<file path="src/rtl/alu_pkg.sv">
// Shared definitions for the ALU board datapath.
//  - ALU_DATA_W / ALU_OP_W : default operand and opcode widths, shared by the
//    operand loader, the ALU core and the display stages.
//  - step_t                : load-sequencer steps. The encoding is visible on the
//    step indicator LEDs, so the values are fixed.
package alu_pkg;

   localparam int ALU_DATA_W = 8;
   localparam int ALU_OP_W   = 4;

   typedef enum logic [1:0] {
      LOAD_A = 2'd0,
      LOAD_B = 2'd1,
      ISSUE  = 2'd2,
      WAIT   = 2'd3
   } step_t;

endpackage

</file>
<file path="src/rtl/alu_operand_loader_btn_debounce.sv">
// Button conditioner: synchroniser, debounce counter and press-pulse generator.
// Ports:
//  clk   in   system clock
//  rst_n in   asynchronous active-low reset
//  raw   in   raw button level, asynchronous, active-high
//  level out  debounced (accepted) button level
//  press out  one-cycle pulse on each accepted 0->1 transition
// The accepted level follows the synchronised level only after it has
// differed for DEBOUNCE_CYCLES consecutive cycles; any agreement in between
// restarts the count. Raw edge to press pulse is 2 + DEBOUNCE_CYCLES cycles.
module btn_debounce #(
   parameter int DEBOUNCE_CYCLES = 1_000_000
) (
   input  logic clk,
   input  logic rst_n,
   input  logic raw,
   output logic level,
   output logic press
);

   localparam int CNT_W = (DEBOUNCE_CYCLES > 1) ? $clog2(DEBOUNCE_CYCLES) : 1;
   localparam logic [CNT_W-1:0] CNT_LAST = CNT_W'(DEBOUNCE_CYCLES - 1);

   logic             sync_q1;
   logic             sync_q2;
   logic [CNT_W-1:0] cnt;

   // NOTE: non-blocking assignments in clocked processes, so every flop samples
   // the pre-edge value of the others regardless of statement order.
   always_ff @(posedge clk or negedge rst_n) begin
      if (!rst_n) begin
         sync_q1 <= 1'b0;
         sync_q2 <= 1'b0;
         cnt     <= '0;
         level   <= 1'b0;
         press   <= 1'b0;
      end else begin
         sync_q1 <= raw;
         sync_q2 <= sync_q1;
         press   <= 1'b0;
         if (sync_q2 == level) begin
            cnt <= '0;
         end else if (cnt == CNT_LAST) begin
            // Counter stops at CNT_LAST and is cleared by the flip, so it never wraps.
            level <= sync_q2;
            cnt   <= '0;
            press <= sync_q2;
         end else begin
            cnt <= cnt + 1'b1;
         end
      end
   end

endmodule

</file>
<file path="src/rtl/alu_operand_loader.sv">
// ALU operand loader: input stage of the ALU board.
// Load button press 1 captures sw_data into A, press 2 into B, press 3 issues
// {A, B, sw_op} to the ALU over a valid/ready handshake. Clear button returns
// everything to zero and aborts a pending issue.
// Ports:
//  clk, rst_n     clock, asynchronous active-low reset
//  btn_load_raw   raw centre button (async, active-high)
//  btn_clear_raw  raw up button (async, active-high)
//  sw_data        operand switches, sampled on a capture
//  sw_op          opcode switches, sampled on issue
//  a_out, b_out   registered operands (kept after issue for display)
//  op_out         registered opcode, stable while op_valid
//  op_valid       issue request, op_ready accepts on a rising edge
//  led_out        {a_out, b_out} LED mirror
//  step_out       current sequencer step
module alu_operand_loader
   import alu_pkg::*;
#(
   parameter int DATA_W          = ALU_DATA_W,
   parameter int OP_W            = ALU_OP_W,
   parameter int DEBOUNCE_CYCLES = 1_000_000
) (
   input  logic                clk,
   input  logic                rst_n,
   input  logic                btn_load_raw,
   input  logic                btn_clear_raw,
   input  logic [DATA_W-1:0]   sw_data,
   input  logic [OP_W-1:0]     sw_op,
   output logic [DATA_W-1:0]   a_out,
   output logic [DATA_W-1:0]   b_out,
   output logic [OP_W-1:0]     op_out,
   output logic                op_valid,
   input  logic                op_ready,
   output logic [2*DATA_W-1:0] led_out,
   output logic [1:0]          step_out
);

   step_t             state, state_nxt;
   logic [DATA_W-1:0] a_nxt, b_nxt;
   logic [OP_W-1:0]   op_nxt;
   logic              valid_nxt;

   logic load_press, clear_press;
   logic load_level, clear_level;
   logic [1:0] unused_levels;

   btn_debounce #(.DEBOUNCE_CYCLES(DEBOUNCE_CYCLES)) u_load_db (
      .clk   (clk),
      .rst_n (rst_n),
      .raw   (btn_load_raw),
      .level (load_level),
      .press (load_press)
   );

   btn_debounce #(.DEBOUNCE_CYCLES(DEBOUNCE_CYCLES)) u_clear_db (
      .clk   (clk),
      .rst_n (rst_n),
      .raw   (btn_clear_raw),
      .level (clear_level),
      .press (clear_press)
   );

   // Only the press pulses drive the sequencer; the levels are not needed here.
   assign unused_levels = {load_level, clear_level};

   always_ff @(posedge clk or negedge rst_n) begin
      if (!rst_n) begin
         state    <= LOAD_A;
         a_out    <= '0;
         b_out    <= '0;
         op_out   <= '0;
         op_valid <= 1'b0;
      end else begin
         state    <= state_nxt;
         a_out    <= a_nxt;
         b_out    <= b_nxt;
         op_out   <= op_nxt;
         op_valid <= valid_nxt;
      end
   end

   // NOTE: every signal gets its hold value first, so no path through the
   // case leaves one unassigned and no latch is inferred.
   always_comb begin
      state_nxt = state;
      a_nxt     = a_out;
      b_nxt     = b_out;
      op_nxt    = op_out;
      valid_nxt = op_valid;

      if (clear_press) begin
         // Clear wins over a same-cycle load press or handshake completion.
         state_nxt = LOAD_A;
         a_nxt     = '0;
         b_nxt     = '0;
         op_nxt    = '0;
         valid_nxt = 1'b0;
      end else begin
         case (state)
            LOAD_A: if (load_press) begin
               a_nxt     = sw_data;
               state_nxt = LOAD_B;
            end
            LOAD_B: if (load_press) begin
               b_nxt     = sw_data;
               state_nxt = ISSUE;
            end
            ISSUE: if (load_press) begin
               op_nxt    = sw_op;
               valid_nxt = 1'b1;
               state_nxt = WAIT;
            end
            WAIT: if (op_valid && op_ready) begin
               // Load presses here are dropped; A/B stay for display.
               valid_nxt = 1'b0;
               state_nxt = LOAD_A;
            end
            default: state_nxt = LOAD_A;
         endcase
      end
   end

   assign led_out  = {a_out, b_out};
   assign step_out = state;

endmodule

</file>
<file path="config.mk">
export PLATFORM = sky130hd
export DESIGN_NAME = alu_operand_loader
export DESIGN_NICKNAME = d
export VERILOG_FILES = /design/src/rtl/alu_pkg.sv /design/src/rtl/alu_operand_loader_btn_debounce.sv /design/src/rtl/alu_operand_loader.sv
export SDC_FILE = /design/constraint.sdc
export NUM_CORES = 1
export LEC_CHECK = 0
export CORE_MARGIN = 3
export CORE_UTILIZATION = 30
export DETAILED_ROUTE_END_ITERATION = 6
export PLACE_DENSITY = 0.63
export REMOVE_ABC_BUFFERS = 1
export SLEW_MARGIN = 40
export SYNTH_ARGS = -nofsm -noshare
export SYNTH_HDL_FRONTEND = slang
export SYNTH_HIERARCHICAL = 1
export SYNTH_SLANG_ARGS = --single-unit
export TNS_END_PERCENT = 50
</file>
<file path="constraint.sdc">
create_clock -name clk -period 1.83 [get_ports clk]
set_input_delay 0.2745 -clock clk [delete_from_list [all_inputs] [get_ports clk]]
set_output_delay 0.2745 -clock clk [all_outputs]
set_load 0.005 [all_outputs]
</file>
Word-level counts from Yosys, hierarchy flattened --
Cells that the tools add are included.
Word-level totals: register bits 71, input bits 17, output and inout port bits 39, word-level logic and storage cells 70
Cells by class: bitwise gates (word level) 2, $add $sub $neg 2, reduce and logical (&&, ||, !) cells 14, equal/unequal tests 11, mux-type cells 26
Operators by type and width (count):
- 20-bit 2-to-1 mux | 4
- 20-bit by 1-bit adder with 20-bit output, second input constant | 2
- 20-bit == test, second input constant | 2
- 8-bit 2-to-1 mux | 5
- 4-bit 2-to-1 mux | 3
- 2-bit 2-to-1 mux | 5
- 2-bit AND reduction | 5
- 3-bit by 1-bit != test with 1-bit output, second input constant | 3
- 2-bit case mux with 4 select lines | 1
- 2-bit nonzero test | 4
- 1-bit 2-to-1 mux | 7
- 2-bit == test, second input constant | 2
- 4-bit AND reduction | 1
- 3-bit by 2-bit != test with 1-bit output, second input constant | 1
- 3-bit AND reduction | 1
- 3-bit nonzero test | 1
- 1-bit == test | 2
- 2-bit by 1-bit == test with 1-bit output, second input constant | 1
- 2-bit zero test | 1
- 1-bit inverter | 2
- 1-bit case mux with 2 select lines | 1
- 1-bit logical AND | 1

Depth between registers and ports, before layout --
Gate-level depths: netlist of the first run.
word-level depth 4, mapped depth 6, depth with buffers taken out 5

By module --
The synthesis of the first run kept the hierarchy.
Modules (own cells, without submodules):
- btn_debounce | area each 1136.1 um2, times used 2, seq. area each 600.6 um2, cells an instance 116
- alu_operand_loader | area each 1179.9 um2, times used 1, seq. area each 575.6 um2, cells an instance 130

Worst setup path after synthesis of the first run --
Ideal clock, no wire load.
path kind reg-to-reg, start reg u_clear_db.cnt[0], end reg u_clear_db.cnt[18], library setup time 0.078 ns, stages on the path, launching flop included 7, data arrival time 1.897 ns, setup slack -0.145 ns, path buffers 1, data required time 1.752 ns, cell sequence dfrtp_1 ha_1 nand2_1 or4_1 buf_2 or4_1 a21oi_1
On the way: cells in the longest elaborated chain, start to end 3, elaborated cells on any way between the ends 4, classes of those cells 1 x add/sub; 1 x eq/ne; 2 x mux
Ends and longest elaborated chain:
- from (decl) | line alu_operand_loader_btn_debounce.sv:26 | logic [CNT_W-1:0] cnt;
- from (signal assigned) | line alu_operand_loader_btn_debounce.sv:49 | cnt <= cnt + 1'b1;
- 20-bit by 1-bit adder with 20-bit output / 20-bit == test (equally long branches) | line alu_operand_loader_btn_debounce.sv:49, alu_operand_loader_btn_debounce.sv:43
- 20-bit 2-to-1 mux * | line alu_operand_loader_btn_debounce.sv:43 | end else if (cnt == CNT_LAST) begin
- 20-bit 2-to-1 mux * | line alu_operand_loader_btn_debounce.sv:41 | if (sync_q2 == level) begin
Every way passes the cells marked *; elsewhere a longest branch is shown, timed or not. A chain may end at the register's enable or synchronous reset.

Worst setup path after layout of the first run --
start reg u_load_db.cnt[1], end reg u_load_db.cnt[14]
On the way: cells in the longest elaborated chain, start to end 3, elaborated cells on any way between the ends 4, classes of those cells 1 x add/sub; 1 x eq/ne; 2 x mux
Ends and longest elaborated chain (line):
- from (decl) | alu_operand_loader_btn_debounce.sv:26
- from (signal assigned) | alu_operand_loader_btn_debounce.sv:49
- 20-bit by 1-bit adder with 20-bit output / 20-bit == test (equally long branches) | alu_operand_loader_btn_debounce.sv:49, alu_operand_loader_btn_debounce.sv:43
- 20-bit 2-to-1 mux * | alu_operand_loader_btn_debounce.sv:43
- 20-bit 2-to-1 mux * | alu_operand_loader_btn_debounce.sv:41
Marked as above.

==> results.json, run 1 <==
{
  "status": "finished, final reports clean",
  "slew-limit-headroom_pct": 75.23,
  "initial_core_util_pct": 31.30,
  "synth_cells": 362,
  "final_cell_mix": "dfrtp_1 (71), clkdlybuf4s50_1 (54), buf_4 (37), nand3_1 (35), nor2_1 (32)",
  "drc": 0,
  "antenna_found_initial": 0,
  "yosys.area.top_type": "dfrtp_1",
  "worst_pin_slew_ns": 0.3716,
  "clock_skew_ns": 0.005289,
  "fin_crit_sh_pct": 97.42,
  "synth_top_family_by_area": "simple AND/OR/NAND/NOR gates",
  "grt_overflow": 0,
  "grt_usage_pct": 11.96,
  "rows": 38,
  "r2r-start": "u_load_db/cnt[1]",
  "cp.arrival_ns": 2.03,
  "grt_max_degree": 58,
  "placedInstanceArea_um2": 4234,
  "crit_fanout": 7,
  "io_pins": 56,
  "core_area_um2": 11030,
  "synth_top_area_share_pct": 51.47,
  "min_to": "u_clear_db/sync_q2",
  "avgRoutedWirePerCell_um": 12.93,
  "avgSynthCellArea_um2": 9.536,
  "fin_cells": 578,
  "dieHeight_um": 113.3,
  "drtAntennaViolNets": 0,
  "cts.sinks": 71,
  "routabilityCongestion": 0.8362,
  "fill_cells": 1112,
  "portBuffers": 55,
  "synth_area_leaders": "dfrtp_1 (51%), a21oi_1 (5.2%), nand3_1 (5.2%)",
  "fin_area_um2": 4637,
  "peakVddDrop_mv": 0.4056,
  "vias_per_cell": 4.749,
  "cts_tree": "done",
  "maxCapViolations": 0,
  "layout_commonest_cell": "dfrtp_1",
  "hp-class": "flip-flop to flip-flop",
  "multi_input_area_um2": 1476,
  "finalHoldViolCount": 0,
  "min_from": "u_clear_db/sync_q1",
  "seqCellArea_um2": 1777,
  "p_leak_nw": 1.943,
  "clock-root-buffer": "clkbuf_16",
  "hpwl_um": 5235,
  "p_per_area_nw_per_um2": 744.0,
  "cts_buffer_depth": 2,
  "fmaxAchievable_ghz": 0.5609,
  "rsz0062_at_grt": "true",
  "cp-start-kind": "flip-flop",
  "fin_crit_ns": 1.783,
  "dieArea_um2": 12830,
  "setup_viol": 0,
  "drt_iter0_drc": 138,
  "yosysSeqAreaShare_pct": 51.47,
  "htree_levels": 3,
  "tns_ns": 0,
  "yosysWarnings": 6,
  "synthSimpleGateAreaFrac_pct": 22.80,
  "antenna_cells": 0,
  "first_global_vias": 2718,
  "numCtsBuffers": 9,
  "synth_fa_ha_area_share_pct": 2.175,
  "fp.dieW_um": 113.3,
  "wl_um": 7475,
  "synth_compound_area_share_pct": 9.097,
  "synth.area.mux_share_pct": 1.269,
  "syn_area_um2": 3452,
  "r2r_cells": 5,
  "ys_ff_latch": 71,
  "syn2layout_area_growth_pct": 34.32,
  "num_vias": 2745,
  "r2r_setup_slack_ns": 0.05,
  "synth_xor_area_share_pct": 5.582,
  "yosysUniqueCellTypes": 36,
  "clkLatencyLatePin_ns": 0.32,
  "drv_slew": 0,
  "path_class": "flip-flop to flip-flop",
  "whs_path_depth": 0,
  "endpoint_kind": "flip-flop",
  "r2r-end": "u_load_db/cnt[14]",
  "place_inst": 557,
  "drive_above_1_share_pct": 20.09,
  "first_pass_iters": 4,
  "grt_pass1_wl_um": 12660,
  "cp_data_required_time_ns": 2.08,
  "fin_nets": 456,
  "clk_pin_slew_ns": 0.06
}
repair_timing:
item                                   CTS  global route
setup endpoints to repair               12            10
setup buffers                            0             4
gates resized for setup                  4            14
hold buffers                             1             0
endpoints found under the hold margin   14             0
pin swaps                                2             3
critical path: stages, from the launching register on:
cell and delay (ns):
dfrtp_1 0.36, ha_2 0.20, nand2_2 0.06, or4_4 0.46
or3_2 0.48, a21oi_2 0.15
synthesized netlist by cell type:
library cell	number
xor2_1	10
buf_2	3
o21ai_0	12
nand2b_1	2
a211oi_2	1
nand4_1	6
mux2i_1	1
and3_1	2
buf_6	2
and3_2	2
buf_4	16
and3b_1	2
or2_2	2
nand3_1	36
clkbuf_1	13
nor4_1	4
ha_1	6
xnor2_1	12
nor2b_1	1
mux2_1	1
nor2_1	32
nor4bb_1	2
a21oi_1	36
o21ba_1	1
and2_1	2
inv_1	15
or3_1	4
nand3_2	2
mux2_2	2
nand2_1	32
or3_2	6
dfrtp_1	71
or4_1	10
a31oi_1	1
nor3_1	6
o31ai_1	6
how the worst max path moves through the flow:
stage / start / to / slack, ns
CTS: u_clear_db/cnt[0] / u_clear_db/cnt[18] / 0.03
global placement: u_load_db/cnt[0] / u_load_db/cnt[18] / -0.04
floorplan: u_clear_db/cnt[0] / u_clear_db/cnt[10] / -0.38
global route: u_load_db/cnt[1] / u_load_db/cnt[18] / -0.03
detailed placement: u_clear_db/cnt[0] / u_clear_db/cnt[18] / -0.11
finish: u_load_db/cnt[1] / u_load_db/cnt[14] / 0.05
final cells by class:
| class | count | area share [%] |
|---|---|---|
| Sequential cell | 71 | 38.32 |
| Tap cell | 140 | 3.778 |
| Multi-Input combinational cell | 242 | 31.84 |
| Timing Repair Buffer | 94 | 18.40 |
| Inverter | 15 | 1.214 |
| Clock inverter | 6 | 1.295 |
| Clock buffer | 10 | 5.154 |
registers in the layout, indices dropped and copies added, names as in the netlist:
register / cells
b_out: 8
u_load_db/sync_q2: 1
u_clear_db/sync_q1: 1
u_clear_db/press: 1
a_out: 8
u_clear_db/cnt: 20
u_load_db/cnt: 20
op_valid: 1
u_load_db/sync_q1: 1
u_load_db/level: 1
u_load_db/press: 1
op_out: 4
u_clear_db/level: 1
step_out: 2
u_clear_db/sync_q2: 1
kinds of logic (layout without fill, tap and decap cells):
| kind of cell | Yosys count | in the layout |
|---|---|---|
| multiplexers | 4 | 4 |
| AND/OR/NAND/NOR | 153 | 153 |
| buffers and inverters | 49 | 125 |
| AO/OA/AOI/OAI | 57 | 57 |
| XOR/XNOR | 22 | 22 |
| flip-flops | 71 | 71 |
| adder cells (fa/ha/maj) | 6 | 6 |
per-layer routing:
layer	wire length (µm)	share of wire (%)	global-route usage, %
met1	3486	47	15.51
met2	3623	48	19.67
met3	312	4.2	3.529
met4	52	0.70	2.965
met5	0	0	0
metrics by stage:
| step | hold slack (ns) | power (mW) | util (%) | setup WS (ns) |
|---|---|---|---|---|
| 2_1_floorplan | -0.02109 | 1.656 | - | -0.3806 |
| 3_3_place_gp | 0.2064 | 1.760 | 38.38 | -0.03919 |
| 3_5_place_dp | 0.2094 | 1.763 | 38.38 | -0.1101 |
| 4_1_cts | 0.3473 | 3.506 | 41.32 | 0.03050 |
| 5_1_grt | 0.3645 | 3.598 | 42.04 | -0.02625 |
| 6_report | 0.3452 | 3.450 | 42.04 | 0.04719 |
power by group:
| part | switching, mW | leakage, nW | internal [mW] | total (mW) |
|---|---|---|---|---|
| logic | 0.0761 | 0.936 | 0.0659 | 0.142 |
| clock network | 0.629 | 0.144 | 1.08 | 1.71 |
| registers | 0.00977 | 0.863 | 1.59 | 1.60 |
| total | 0.715 | 1.94 | 2.74 | 3.45 |
Note: power is estimated with default switching activity, not from simulation.
==> run 2: changes to the inputs <==
--- a/config.mk
+++ b/config.mk
@@ -5,10 +5,11 @@
 export SDC_FILE = /design/constraint.sdc
 export NUM_CORES = 1
 export LEC_CHECK = 0
+export ABC_AREA = 1
 export CORE_MARGIN = 3
 export CORE_UTILIZATION = 30
 export DETAILED_ROUTE_END_ITERATION = 6
-export PLACE_DENSITY = 0.63
+export PLACE_DENSITY = 0.62
 export REMOVE_ABC_BUFFERS = 1
 export SLEW_MARGIN = 40
 export SYNTH_ARGS = -nofsm -noshare
==> results.json, run 2 <==
{
  "dieArea_um2": 14820,
  "grt_max_degree": 28,
  "crit_path_cell_trace": "clkdlybuf4s50_1",
  "syn_area_um2": 4018,
  "fin_nets": 563,
  "rsz0062_at_grt": "false",
  "place_inst": 700,
  "ys_ff_latch": 71,
  "numCtsBuffers": 9,
  "async_flop_share_pct": 100.0,
  "layout_commonest_cell": "nand2_1",
  "yosys.area.top_type": "dfrtp_1",
  "cp.arrival_ns": 1.31,
  "first_pass_iters": 4,
  "cp-start-kind": "flip-flop",
  "cts_buffer_depth": 2,
  "drv_slew": 0,
  "cp_data_required_time_ns": 1.56,
  "drc": 0,
  "first_global_vias": 3130,
  "grt_overflow": 0,
  "drtAntennaViolNets": 0,
  "p_leak_nw": 2.379,
  "fin_cells": 715,
  "pre_cts_ws_ns": 0.4518,
  "synth_area_leaders": "dfrtp_1 (44%), nand2_1 (9.8%), nor2_1 (7.6%)",
  "fin_ws_ns": 0.2415,
  "maxCapViolations": 0,
  "p_per_area_nw_per_um2": 683.0,
  "grt_pass1_wl_um": 14250,
  "yosysUniqueCellTypes": 29,
  "fill_cells": 1256,
  "clock-root-buffer": "clkbuf_16",
  "worst_pin_slew_ns": 0.6259,
  "hpwl_um": 6227,
  "drt_iter0_drc": 260,
  "path_delay_family": "buffers and inverters",
  "num_vias": 3187,
  "avgSynthCellArea_um2": 8.216,
  "slew-limit-headroom_pct": 58.27,
  "cts_resized": 0,
  "cts.sinks": 71,
  "path_class": "flip-flop to primary output",
  "fp.dieW_um": 121.7,
  "syn2layout_area_growth_pct": 23.67,
  "clk_pin_slew_ns": 0.05,
  "htree_levels": 3,
  "post-synth-top-count-cell": "nand2_1",
  "endpoint_kind": "primary output",
  "initial_core_util_pct": 31.20,
  "max_stage_delay_ns": 0.54,
  "finalHoldViolCount": 0,
  "yosysWarnings": 6,
  "final_cell_mix": "nand2_1 (105), nor2_1 (81), dfrtp_1 (71), clkdlybuf4s50_1 (54), inv_1 (49)",
  "synth_cells": 489,
  "wl_um": 8193,
  "synth-edff-count": 0,
  "avgRoutedWirePerCell_um": 11.46,
  "drive_above_1_share_pct": 14.00,
  "grt_usage_pct": 11.87,
  "cp.buffers_inverters": 1,
  "clkLatencyLatePin_ns": 0.33,
  "fin_crit_sh_pct": 86.81,
  "peakVddDrop_mv": 0.4406,
  "io_pins": 56,
  "fin_crit_ns": 1.589,
  "worst_hold_slack_ns": 0.3455,
  "top_regs": "u_clear_db/cnt (20), u_load_db/cnt (20)",
  "dieHeight_um": 121.7,
  "yosysSeqAreaShare_pct": 44.22,
  "synth_top_flop_cell": "dfrtp_1",
  "cp_slowest_cell": "clkdlybuf4s50_1",
  "tns_ns": 0,
  "hp-class": "flip-flop to flip-flop",
  "cts_tree": "done",
  "core_area_um2": 12880,
  "crit_fanout": 6,
  "setup_viol": 0,
  "clock_skew_ns": 0.007116,
  "rows": 41,
  "portBuffers": 55,
  "fmaxAchievable_ghz": 0.6295,
  "status": "finished, final reports clean",
  "synth_top_area_share_pct": 44.22,
  "antenna_cells": 0,
  "antenna_found_initial": 0,
  "routabilityCongestion": 0.9249,
  "ys_top_cells_by_count": "nand2_1 (105), nor2_1 (81), dfrtp_1 (71)",
  "vias_per_cell": 4.457
}
[run 2: changes by cell type in the layout (fill, tap and decap cells not counted), moves of 12 or more]
cell	before	now
nand3_1	35	47
inv_1	15	49
a21oi_1	31	7
nor2_1	32	81
nand2_1	30	105
buf_4	37	1
[run 2: metrics by stage]
| step | cell area [µm²] | power, mW | utilization [%] |
|---|---|---|---|
| floorplan | 3870 | 1.674 | - |
| detailed placement | 4678 | 1.765 | 36.33 |
| CTS | 4969 | 3.457 | 38.59 |
| global route | 4969 | 3.530 | 38.59 |
| finish | 4969 | 3.394 | 38.59 |
| global placement | 4678 | 1.763 | 36.33 |
[run 2: power by group]
part / internal (mW) / leakage [nW] / total (mW) / switching [mW]
Sequential: 1.59 / 0.871 / 1.60 / 0.0119
Clock: 1.08 / 0.136 / 1.66 / 0.581
Combinational: 0.0597 / 1.37 / 0.135 / 0.0755
Total: 2.72 / 2.38 / 3.39 / 0.669
[run 2: final timing paths]
kind                                      end              start  slack [ns]  depth (start not counted)
max reg2reg                          a_out[2]        step_out[0]        0.42                          6
max                               step_out[0]        step_out[0]        0.24                          1
min in group asynchronous  u_clear_db/cnt[15]              rst_n        0.51                          2
min                         u_load_db/sync_q2  u_load_db/sync_q1        0.35                          0
max in group asynchronous    u_load_db/cnt[4]              rst_n        0.77                          3
min reg2reg                 u_load_db/sync_q2  u_load_db/sync_q1        0.35                          0
[run 2: final cells by class]
class                   count  area (µm²)  share of cell area (%)
clock buffers              13       250.2                   5.037
repair buffers             59       603.1                   12.14
multi-input cells         343        1883                   37.90
flip-flops and latches     71        1777                   35.76
inverters                  56       210.2                   4.231
well taps                 172       215.2                   4.331
clock inverters             1       30.03                  0.6044
[run 2: what timing repair did]
| action | in CTS | in global routing |
|---|---|---|
| endpoints found under the setup margin | 0 | 0 |
| endpoints found under the hold margin | 24 | 0 |
| buffers inserted | 0 | 0 |
| hold buffers | 1 | 0 |
[run 2: logic make-up (layout without fill, tap and decap cells)]
kind of cell	count (synthesis)	in the layout	share of synthesized area, %
DFF	71	71	44.22
buffers and inverters	75	129	8.907
and+or+nand+nor	299	299	37.59
AOI/OAI and AO/OA	18	18	2.678
adders and majority gates	6	6	1.869
xor gates and xnor gates	20	20	4.734
[run 2: metal layers]
metal / share of wire, % / routed length [µm] / GRT usage (%) / vias to the layer above
met5: 0 / 0 / 0 / -
li1: - / - / - / 1621
met3: 4.6 / 375 / 1.811 / 14
met2: 46 / 3775 / 19.14 / 85
met4: 3.0 / 244 / 7.493 / 0
met1: 46 / 3797 / 14.89 / 1467
==> run 3: changes to the inputs <==
--- a/config.mk
+++ b/config.mk
@@ -5,11 +5,10 @@
 export SDC_FILE = /design/constraint.sdc
 export NUM_CORES = 1
 export LEC_CHECK = 0
-export ABC_AREA = 1
 export CORE_MARGIN = 3
 export CORE_UTILIZATION = 30
 export DETAILED_ROUTE_END_ITERATION = 6
-export PLACE_DENSITY = 0.62
+export PLACE_DENSITY = 0.63
 export REMOVE_ABC_BUFFERS = 1
 export SLEW_MARGIN = 40
 export SYNTH_ARGS = -nofsm -noshare
==> results of run 3 <==
Same layout as run 1: the final DEF is identical, and so are final timing and power.
